## config.mk

```make
export PLATFORM = sky130hd
export DESIGN_NAME = hello_world
export DESIGN_NICKNAME = d
export VERILOG_FILES = /design/src/rtl/serial_pkg.sv /design/src/rtl/uart_tx.sv /design/src/rtl/hello_world.sv
export SDC_FILE = /design/constraint.sdc
export NUM_CORES = 1
export LEC_CHECK = 0
export CAP_MARGIN = 25
export CORE_AREA = 2 2 61 63
export CTS_CLUSTER_SIZE = 10
export DETAILED_ROUTE_END_ITERATION = 8
export DIE_AREA = 0 0 63 65
export PLACE_DENSITY = 0.85
export RECOVER_POWER = 25
export SYNTH_ARGS = -nofsm -noshare
export SYNTH_HDL_FRONTEND = slang
export SYNTH_SLANG_ARGS = --single-unit
```

## constraint.sdc

```tcl
create_clock -name clk -period 5 [get_ports clk]
set_clock_uncertainty 0.2 [all_clocks]
set_input_delay 1.25 -clock clk [delete_from_list [all_inputs] [get_ports clk]]
set_output_delay 1.25 -clock clk [all_outputs]
set_load 0.05 [all_outputs]
```

## src/rtl/serial_pkg.sv

```systemverilog
// Shared constants, state types and the message ROM for the hello_world UART demo.
package serial_pkg;

  localparam int CLOCK_RATE_DEF = 100_000_000;
  localparam int BAUD_RATE_DEF  = 115_200;
  localparam int MSG_LEN        = 15;

  typedef enum logic {
    SEQ_IDLE,
    SEQ_SEND
  } seq_state_t;

  typedef enum logic [1:0] {
    UART_IDLE,
    UART_START,
    UART_DATA,
    UART_STOP
  } uart_state_t;

  // "Hello, world!\r\n"; out-of-range indices read as zero and are never used.
  function automatic logic [7:0] msg_byte(input logic [3:0] idx);
    logic [7:0] b;
    case (idx)
      4'd0:    b = 8'h48;
      4'd1:    b = 8'h65;
      4'd2:    b = 8'h6C;
      4'd3:    b = 8'h6C;
      4'd4:    b = 8'h6F;
      4'd5:    b = 8'h2C;
      4'd6:    b = 8'h20;
      4'd7:    b = 8'h77;
      4'd8:    b = 8'h6F;
      4'd9:    b = 8'h72;
      4'd10:   b = 8'h6C;
      4'd11:   b = 8'h64;
      4'd12:   b = 8'h21;
      4'd13:   b = 8'h0D;
      4'd14:   b = 8'h0A;
      default: b = 8'h00;
    endcase
    return b;
  endfunction

endpackage

```

## src/rtl/uart_tx.sv

```systemverilog
// 8N1 LSB-first UART transmitter; a new byte may be accepted on the last stop-bit
// cycle so consecutive frames run back-to-back.
module uart_tx
  import serial_pkg::*;
#(
  parameter int CLOCKS_PER_BIT = 868
) (
  input  logic       clk,
  input  logic       rst,
  input  logic       send,
  input  logic [7:0] data,
  output logic       busy,
  output logic       tx,
  output logic       done
);

  localparam int               CNT_W   = (CLOCKS_PER_BIT > 1) ? $clog2(CLOCKS_PER_BIT) : 1;
  localparam logic [CNT_W-1:0] CNT_MAX = CNT_W'(CLOCKS_PER_BIT - 1);

  uart_state_t      state_q, state_d;
  logic [CNT_W-1:0] cnt_q, cnt_d;
  logic [2:0]       bit_q, bit_d;
  logic [7:0]       shift_q, shift_d;
  logic             tx_q, tx_d;
  logic             bit_end;
  logic             accept;

  always_comb begin
    state_d = state_q;
    cnt_d   = cnt_q;
    bit_d   = bit_q;
    shift_d = shift_q;
    tx_d    = tx_q;
    bit_end = (cnt_q == CNT_MAX);
    done    = (state_q == UART_STOP) && bit_end;
    accept  = send && ((state_q == UART_IDLE) || done);

    if (state_q != UART_IDLE) begin
      cnt_d = bit_end ? '0 : cnt_q + 1'b1;
    end

    case (state_q)
      UART_IDLE: begin
        tx_d = 1'b1;
      end
      UART_START: begin
        if (bit_end) begin
          state_d = UART_DATA;
          bit_d   = 3'd0;
          tx_d    = shift_q[0];
        end
      end
      UART_DATA: begin
        if (bit_end) begin
          if (bit_q == 3'd7) begin
            state_d = UART_STOP;
            tx_d    = 1'b1;
          end else begin
            // tx already shows shift_q[0]; present the next bit and shift it down.
            bit_d   = bit_q + 3'd1;
            shift_d = {1'b0, shift_q[7:1]};
            tx_d    = shift_q[1];
          end
        end
      end
      UART_STOP: begin
        if (bit_end) begin
          state_d = UART_IDLE;
          tx_d    = 1'b1;
        end
      end
      default: begin
        state_d = UART_IDLE;
        tx_d    = 1'b1;
      end
    endcase

    if (accept) begin
      state_d = UART_START;
      cnt_d   = '0;
      bit_d   = 3'd0;
      shift_d = data;
      tx_d    = 1'b0;
    end
  end

  always_ff @(posedge clk) begin
    if (rst) begin
      state_q <= UART_IDLE;
      cnt_q   <= '0;
      bit_q   <= 3'd0;
      shift_q <= 8'h00;
      tx_q    <= 1'b1;
    end else begin
      state_q <= state_d;
      cnt_q   <= cnt_d;
      bit_q   <= bit_d;
      shift_q <= shift_d;
      tx_q    <= tx_d;
    end
  end

  assign busy = (state_q != UART_IDLE);
  assign tx   = tx_q;

endmodule

```

## src/rtl/hello_world.sv

```systemverilog
// Sends "Hello, world!\r\n" over a UART line once per trigger while idle;
// busy covers the whole message.
module hello_world
  import serial_pkg::*;
#(
  parameter int CLOCK_RATE = CLOCK_RATE_DEF,
  parameter int BAUD_RATE  = BAUD_RATE_DEF
) (
  input  logic clk,
  input  logic rst,
  input  logic trigger,
  output logic busy,
  output logic tx
);

  localparam int         CLOCKS_PER_BIT = CLOCK_RATE / BAUD_RATE;
  localparam logic [3:0] LAST_IDX       = 4'(MSG_LEN - 1);

  seq_state_t state_q, state_d;
  logic [3:0] idx_q, idx_d;
  logic       busy_q, busy_d;
  logic [3:0] rom_idx;
  logic       send;
  logic       uart_busy;
  logic       uart_done;

  always_comb begin
    state_d = state_q;
    idx_d   = idx_q;
    busy_d  = busy_q;
    send    = 1'b0;
    rom_idx = idx_q;

    case (state_q)
      SEQ_IDLE: begin
        if (trigger && !uart_busy) begin
          state_d = SEQ_SEND;
          idx_d   = 4'd0;
          busy_d  = 1'b1;
          send    = 1'b1;
          rom_idx = 4'd0;
        end
      end
      SEQ_SEND: begin
        // The done pulse is the last stop-bit cycle, so the next byte starts with no gap.
        if (uart_done) begin
          if (idx_q == LAST_IDX) begin
            state_d = SEQ_IDLE;
            idx_d   = 4'd0;
            busy_d  = 1'b0;
          end else begin
            idx_d   = idx_q + 4'd1;
            send    = 1'b1;
            rom_idx = idx_q + 4'd1;
          end
        end
      end
      default: begin
        state_d = SEQ_IDLE;
        busy_d  = 1'b0;
      end
    endcase
  end

  always_ff @(posedge clk) begin
    if (rst) begin
      state_q <= SEQ_IDLE;
      idx_q   <= 4'd0;
      busy_q  <= 1'b0;
    end else begin
      state_q <= state_d;
      idx_q   <= idx_d;
      busy_q  <= busy_d;
    end
  end

  uart_tx #(
    .CLOCKS_PER_BIT(CLOCKS_PER_BIT)
  ) u_uart_tx (
    .clk  (clk),
    .rst  (rst),
    .send (send),
    .data (msg_byte(rom_idx)),
    .busy (uart_busy),
    .tx   (tx),
    .done (uart_done)
  );

  assign busy = busy_q;

endmodule

```

==> reports/qor.yml, run 1 <==
status: "finished, final reports clean"
cpMaxStageDelayCell: "dlygate4sd3_1"
rrSetupSlack_ns: 1.73
cts-resized-gates: 0
syn_inst: 232
rsz0062_at_grt: "false"
detailed_place_hpwl_mm: 2.874
cp_max_fo: 5
synth_flop_cell: "dfxtp_1"
topRoutingLayerUsed: "met4"
drv_slew: 0
routed_via_density: 5.779
synth.distinct_cells: 50
ctsHoldBuffers: 0
async_flop_share_pct: 0
reg2reg_depth: 8
synth_area_per_cell_um2: 8.289
htree_levels: 2
first_pass_iters: 4
die_w_um: 63
synth.top_cells.by_count: "dfxtp_1, nor2_1, nand2_1"
clk_path_buf_depth: 2
worstHoldStart: "u_uart_tx.shift_q[6]"
hold_viol: 0
worstReg2RegStart: "u_uart_tx.cnt_q[2]"
wl_mm: 3.825
die_area_mm2: 0.004095
tightest_slew_ns: 0.6825
cp-end-kind: "register"
crit_buf_inv: 2
worstSkewPairLatency_ns: 0.33
worstSetupStartpointType: "primary input"
cts_sinks: 29
min_to: "u_uart_tx.shift_q[6]"
ir_drop_mv: 0.1432
num-nets-final: 259
rows: 22
cp_num_cells: 10
synth_area_leader_cell: "dfxtp_1"
setup-violations-final: 0
p_leak_nw: 0.7755
syn_area_mm2: 0.001923
wl_per_cell_um: 13.42
synthTopCellsByArea: "dfxtp_1, ha_1, nor2_1, a21oi_1, nand2_1"
placed_cells: 277
setup.worst_path.class: "primary input to register"
coreArea_mm2: 0.003496
vias: 1647
cts_made_buffers: 5
ys_ff_latch: 29
overflow: 0
io_pins: 5
synth-edff-count: 0
grt_pass1_vias: 1577
required_ns: 4.99
initial_core_util_pct: 55.01
grt_max_degree: 18
maxCapViolations: 0
path_cells: "dlygate4sd3_1 > and3b_1 > nor2_1 > nand2_1 > o21ai_0 > inv_1 > ha_1 > mux2_2 > mux2i_1 > a211oi_1"
antenna_cells: 0
grt_util_all_layers_pct: 21.22
grt_pass1_wl_mm: 6.872
reg2reg_to: "u_uart_tx.shift_q[1]"
fin_crit_sh_pct: 69.57
antenna_found_initial: 0
worstPathArrival_ns: 3.47
yosysMostFrequentCell: "dfxtp_1"
clkSlewWorstSetupHoldPaths_ns: 0.09
synth_top_area_share_pct: 30.19
slew_headroom_pct: 54.50
wl_met3_um: 156
syn_to_final_growth_pct: 7.808
wl_met2_mm: 1.877
critPathMaxStageDelay_ns: 0.55
hold_path.class: "register to register"
layout-drive-gt1-share_pct: 6.751
cts_tree: "yes"
holdPathStages: 2
drt_iter0_markers: 102
setup_tns_ns: 0
instances_no_fill: 285
wl_met1_mm: 1.690
final_antenna_net_count: 0
critical-path-top-delay-family: "buffers and inverters"
gp_congestion: 0.8328
synth_seq_area_share_pct: 30.19
syn-num-nets: 255
cts_setup_buffers: 0
post-route-drc-count: 0
max_freq_mhz: 287.5
fin_crit_ns: 3.478
yosys_warnings: 0
die_h_um: 65
p_per_area_mw_per_mm2: 353.4
portBuffers: 4
root_buffer: "clkbuf_4"
## where the power goes
group / internal, W / switching [W] / total (W) / leakage (nW)
Clock: 0.000119 / 0.0000845 / 0.000204 / 0.0455
Combinational: 0.0000881 / 0.000149 / 0.000238 / 0.494
Sequential: 0.000265 / 0.0000260 / 0.000291 / 0.236
Total: 0.000473 / 0.000260 / 0.000733 / 0.776
## metrics by stage
stage	total power [W]	util, %	hold slack, ns	cell area, µm²	setup slack (ns)
2_1_floorplan	0.0004752	-	0.2499	1923	2.023
3_3_place_gp	0.0005274	56.87	0.2658	1988	1.445
3_5_place_dp	0.0005335	56.87	0.2700	1988	1.362
4_1_cts	0.0007419	59.31	0.2836	2073	1.718
5_1_grt	0.0007878	59.31	0.3006	2073	1.393
6_report	0.0007327	59.31	0.2883	2073	1.522
## kinds of logic after synthesis
group | count (synthesis) | share of synthesized area, %
AO/OA/AOI/OAI | 58 | 19.65
XOR/XNOR | 9 | 4.099
adder cells (fa/ha/maj) | 20 | 13.01
buffers and inverters | 17 | 3.773
AND/OR/NAND/NOR | 92 | 25.18
flip-flops | 29 | 30.19
multiplexers | 7 | 4.099
## cell usage in the layout, fill, tap and decap left out, drive strengths merged, types with 3 or more instances in the layout
cell type  count
a211oi         4
a21o           3
a21oi         18
a22oi          3
a31oi          3
and3           5
clkbuf         7
dfxtp         29
ha            20
inv           10
mux2           4
mux2i          3
nand2         21
nand2b         3
nand3          3
nand3b         5
nand4          3
nor2          29
nor3           8
o211ai         3
o21a           4
o21ai          8
xnor2          3
xor2           6
## worst max path at each step
stage	from	endpoint	slack [ns]
final	trigger	u_uart_tx.shift_q[1]	1.52
after global placement	trigger	u_uart_tx.shift_q[1]	1.45
after detailed placement	trigger	u_uart_tx.shift_q[1]	1.36
after global routing	trigger	u_uart_tx.shift_q[1]	1.39
after floorplan	trigger	u_uart_tx.shift_q[1]	2.02
after CTS	trigger	u_uart_tx.shift_q[1]	1.72
## per-layer routing
layer | GRT usage [%] | vias to the layer above
li1 | - | 836
met1 | 24.17 | 764
met2 | 36.04 | 36
met3 | 6.250 | 11
met4 | 10.83 | 0
met5 | 0 | -
## worst reg2reg max path, delay by kind of cell (launching register included)
family                   cells  cell delay [ns]
flip-flops                   1             0.37
multiplexers                 2             0.42
AO/OA/AOI/OAI                2             0.52
buffers and inverters        1             0.17
AND/OR/NAND/NOR              2             1.23
adder cells (fa/ha/maj)      1             0.23
## state kept, by name, summed over array words and instances (netlist names)
| register | cells |
|---|---|
| u_uart_tx.bit_q | 3 |
| u_uart_tx.cnt_q | 10 |
| u_uart_tx.tx | 1 |
| u_uart_tx.state_q | 2 |
| u_uart_tx.shift_q | 7 |
| state_q | 1 |
| idx_q | 4 |
| busy | 1 |
## final cells by class
cell class	instances	area [µm²]
Multi-Input combinational cell	186	1270
Clock inverter	1	30.03
Timing Repair Buffer	4	40.04
Inverter	10	37.54
Clock buffer	7	55.05
Sequential cell	29	580.6
Fill cell	332	1423
Tap cell	48	60.06
Power figures use the tool's default switching activity.
==> inputs of run 2 (changes only) <==
==> constraint.sdc (replaced) <==
create_clock -name clk -period 3.25 [get_ports clk]
set_clock_uncertainty 0.2 [all_clocks]
set_input_delay 0.8125 -clock clk [delete_from_list [all_inputs] [get_ports clk]]
set_output_delay 0.8125 -clock clk [all_outputs]
set_load 0.05 [all_outputs]
==> reports/qor.yml, run 2 (synthesis results as in run 1) <==
status: "finished, final reports clean"
grt_max_degree: 18
grt_util_all_layers_pct: 20.80
final_common_cell: "dfxtp_1"
setup_tns_ns: 0
num-nets-final: 265
cp_max_fo: 6
vias: 1659
coreArea_mm2: 0.003496
overflow: 0
drv_slew: 0
io_pins: 5
required_ns: 3.28
hold_viol: 0
met3_usage_pct: 5.382
setup-violations-final: 0
fin_area_mm2: 0.002058
mostFrequentLayoutCells: "dfxtp_1, nor2_1, nand2_1, ha_1, a21oi_1"
instances_no_fill: 290
critPathMaxStageDelay_ns: 0.55
cp-end-kind: "register"
clk_path_buf_depth: 2
fin_crit_sh_pct: 94.28
first_pass_iters: 4
antenna_found_initial: 0
met2_usage_pct: 36.97
p_per_area_mw_per_mm2: 512.7
post-route-drc-count: 0
grt_pass1_wl_mm: 6.727
crit_buf_inv: 2
die_h_um: 65
maxCapViolations: 0
wl_per_cell_um: 13.37
layout-drive-gt1-share_pct: 6.612
met1_usage_pct: 23.28
rows: 22
initial_core_util_pct: 55.01
cpMaxStageDelayCell: "or4_1"
top_register: "u_uart_tx.cnt_q"
cts_tree: "yes"
largest_reg_flops: 10
cts_made_buffers: 5
final_antenna_net_count: 0
antenna_cells: 0
fillers: 335
ir_drop_mv: 0.1868
wl_mm: 3.876
placed_cells: 283
worstSetupStartpointType: "register"
die_w_um: 63
rsz0062_at_grt: "false"
path_cells: "or4b_4 > or4_1 > clkbuf_1 > o21ai_2 > inv_1 > ha_1 > nor2_1 > nor4b_1 > o31a_1"
routed_via_density: 5.721
worstSkewPairLatency_ns: 0.33
die_area_mm2: 0.004095
busiest_layer: "met2"
max_freq_mhz: 326.4
syn_to_final_growth_pct: 7.026
critical-path-top-delay-family: "simple AND/OR/NAND/NOR gates"
placed_area_mm2: 0.002033
portBuffers: 4
tightest_slew_ns: 0.6681
reg_top3: "u_uart_tx.cnt_q x10, u_uart_tx.shift_q x7, idx_q x4"
gp_congestion: 0.8239
slew_headroom_pct: 55.37
root_buffer: "clkbuf_4"
worstPathArrival_ns: 3.09
detailed_place_hpwl_mm: 2.837
fin_crit_ns: 3.064
drt_iter0_markers: 118
p_leak_nw: 0.7754
grt_pass1_vias: 1575
setup.worst_path.class: "register to register"
cts_sinks: 29
hold_path.class: "register to register"
clkSlewWorstSetupHoldPaths_ns: 0.09
htree_levels: 2
## run 2: repair_timing
action                     4_1_cts  5_1_grt
setup endpoints to repair        0        2
hold buffers                     0        0
resized for setup                0        1
setup buffers                    0        0
## run 2: final timing paths
check                        from                   end  slack, ns  depth (start not counted)
min reg2reg  u_uart_tx.shift_q[6]  u_uart_tx.shift_q[6]       0.28                          2
min          u_uart_tx.shift_q[6]  u_uart_tx.shift_q[6]       0.28                          2
max            u_uart_tx.cnt_q[3]  u_uart_tx.shift_q[0]       0.19                          9
max reg2reg    u_uart_tx.cnt_q[3]  u_uart_tx.shift_q[0]       0.19                          9
## run 2: power by group
| group | switching [W] | internal [W] |
|---|---|---|
| Sequential | 0.0000390 | 0.000408 |
| Clock | 0.000125 | 0.000102 |
| Combinational | 0.000237 | 0.000145 |
## run 2: layout make-up
class,count,area [µm²],share of cell area [%]
flip-flops and latches,29,580.6,28.21
multi-input cells,186,1255,60.97
repair buffers,10,70.07,3.404
clock buffers,7,55.05,2.675
well taps,48,60.06,2.918
inverters,10,37.54,1.824
## run 2: metrics by stage
step	total power, W	setup WS, ns	hold slack [ns]	util (%)
4_1_cts	0.001066	0.1812	0.2748	59.74
3_3_place_gp	0.0008311	0.1945	0.2618	58.16
5_1_grt	0.001124	0.06817	0.2915	58.88
3_5_place_dp	0.0008418	0.1499	0.2621	58.16
6_report	0.001055	0.1860	0.2760	58.88
2_1_floorplan	0.0007311	0.3016	0.2499	-
## run 2: worst min-delay path: cells and delay by family (launching register included)
kind,cells,cell delay (ns)
buf+inv,1,0.04
flops,1,0.32
compound gates,1,0.07
## run 2: layer usage
| metal | vias up | share of wire, % |
|---|---|---|
| met5 | - | 0 |
| met4 | 0 | 1.8 |
| met3 | 6 | 2.6 |
| met2 | 23 | 50 |
| met1 | 780 | 45 |
| li1 | 850 | - |
==> inputs of run 3 (changes only) <==
--- a/config.mk
+++ b/config.mk
@@ -10,6 +10,7 @@
 export CTS_CLUSTER_SIZE = 10
 export DETAILED_ROUTE_END_ITERATION = 8
 export DIE_AREA = 0 0 63 65
+export GPL_TIMING_DRIVEN = 0
 export PLACE_DENSITY = 0.85
 export RECOVER_POWER = 25
 export SYNTH_ARGS = -nofsm -noshare
==> reports/qor.yml, run 3 (synthesis results as in run 1) <==
die_w_um: 63
drt_iter0_markers: 112
rows: 22
p_leak_nw: 0.7864
hold_viol: 0
antenna_cells: 0
rsz0062_at_grt: "false"
final_antenna_net_count: 0
die_h_um: 65
antenna_found_initial: 0
mostFrequentLayoutCells: "dfxtp_1, nor2_1, nand2_1, ha_1, a21oi_1"
multiInputGateArea_mm2: 0.001270
max_freq_mhz: 331.4
grt_max_degree: 11
post-route-drc-count: 0
cpMaxStageDelayCell: "or4b_1"
vias: 1665
whs_ns: 0.2833
wl_per_cell_um: 12.93
grt_util_all_layers_pct: 20.51
first_pass_iters: 4
path_cells: "or4b_1 > or4_1 > buf_2 > o21ai_2 > inv_1 > ha_1 > nor2_1 > nor4b_1 > o31a_1"
instances_no_fill: 294
worstReg2RegStart: "u_uart_tx.cnt_q[3]"
tightest_slew_ns: 0.6449
final_common_cell: "dfxtp_1"
startpoint: "u_uart_tx.cnt_q[3]"
root_buffer: "clkbuf_4"
setup-violations-final: 0
detailed_place_hpwl_mm: 2.812
routed_via_density: 5.663
ir_drop_mv: 0.1928
setup.worst_path.class: "register to register"
crit_buf_inv: 2
reg_top3: "u_uart_tx.cnt_q x10, u_uart_tx.shift_q x7, idx_q x4"
clk_path_buf_depth: 2
die_area_mm2: 0.004095
final-seq-area_um2: 580.6
placed_cells: 283
grt_pass1_wl_mm: 6.686
coreArea_mm2: 0.003496
syn_to_final_growth_pct: 8.719
cp-end-kind: "register"
worstSkewPairLatency_ns: 0.33
largest_reg_flops: 10
hold_path.class: "register to register"
fin_crit_ns: 3.018
maxCapViolations: 0
cts_tree: "yes"
initial_core_util_pct: 55.01
top_register: "u_uart_tx.cnt_q"
status: "finished, final reports clean"
portBuffers: 3
drv_slew: 0
p_per_area_mw_per_mm2: 490.2
worstHoldStart: "u_uart_tx.shift_q[6]"
htree_levels: 2
ctsHoldBuffers: 0
layout-drive-gt1-share_pct: 8.943
wl_mm: 3.800
placed_area_mm2: 0.002013
required_ns: 3.28
gp_congestion: 0.8035
cts_sinks: 29
fillers: 342
num-nets-final: 268
fin_area_mm2: 0.002091
cp_max_fo: 7
slew_headroom_pct: 56.55
overflow: 0
fin_crit_sh_pct: 92.85
grt_pass1_vias: 1626
worstPathArrival_ns: 3.04
io_pins: 5
critical-path-top-delay-family: "simple AND/OR/NAND/NOR gates"
critPathMaxStageDelay_ns: 0.59
clkSlewWorstSetupHoldPaths_ns: 0.10
worstSetupStartpointType: "register"
cts_made_buffers: 5
run 3: cell count changes in the layout (fill, tap and decap cells not counted), sizes merged:
| cell | before | now |
|---|---|---|
| clkinvlp | 0 | 1 |
| clkbuf | 11 | 9 |
| clkdlybuf4s50 | 4 | 3 |
| clkinv | 0 | 2 |
| buf | 2 | 6 |
run 3: power breakdown:
group / leakage [nW] / internal [W] / switching [W] / total [W]
clock: 0.0310 / 0.0000814 / 0.000132 / 0.000213
sequential: 0.236 / 0.000408 / 0.0000393 / 0.000447
combinational: 0.520 / 0.000134 / 0.000231 / 0.000364
total: 0.786 / 0.000623 / 0.000402 / 0.00102
run 3: repair_timing:
item | in CTS | in global routing
pin swaps | 0 | 1
setup endpoints to repair | 1 | 4
endpoints found under the hold margin | 0 | 0
buffers inserted | 0 | 3
resized for setup | 1 | 2
run 3: layer usage:
metal	vias up	GRT usage, %	routed length (µm)
li1	853	-	-
met1	783	22.66	1694
met2	23	36.84	1937
met3	6	4.167	86
met4	0	11.11	82
met5	-	0	0
run 3: path summary, 6_finish.rpt:
path / end / slack [ns] / cells past startpoint
min: u_uart_tx.shift_q[6] / 0.28 / 2
max: u_uart_tx.shift_q[0] / 0.23 / 9
max reg2reg: u_uart_tx.shift_q[0] / 0.23 / 9
min reg2reg: u_uart_tx.shift_q[6] / 0.28 / 2
run 3: final cells by class:
type | instances | area share, %
Sequential cell | 29 | 27.77
Clock buffer | 5 | 1.795
Timing Repair Buffer | 6 | 2.513
Tap cell | 48 | 2.873
Multi-Input combinational cell | 186 | 60.74
Clock inverter | 3 | 0.8378
Inverter | 10 | 1.795
Buffer | 7 | 1.676
run 3: stage by stage:
step | setup WS (ns) | power, W | utilization (%) | TNS (ns)
detailed placement | -0.02946 | 0.0008184 | 57.59 | -0.02946
finish | 0.2324 | 0.001025 | 59.81 | 0
global route | 0.05852 | 0.001098 | 59.81 | 0
global placement | -0.03184 | 0.0008100 | 57.59 | -0.03184
floorplan | 0.3016 | 0.0007311 | - | 0
CTS | 0.1316 | 0.001032 | 59.16 | 0
run 3: worst register-to-register path: stages (launching register included):
cell,delay (ns)
dfxtp_1,0.37
or4b_1,0.59
or4_1,0.49
buf_2,0.19
o21ai_2,0.21
inv_1,0.14
ha_1,0.26
nor2_1,0.12
nor4b_1,0.06
o31a_1,0.28
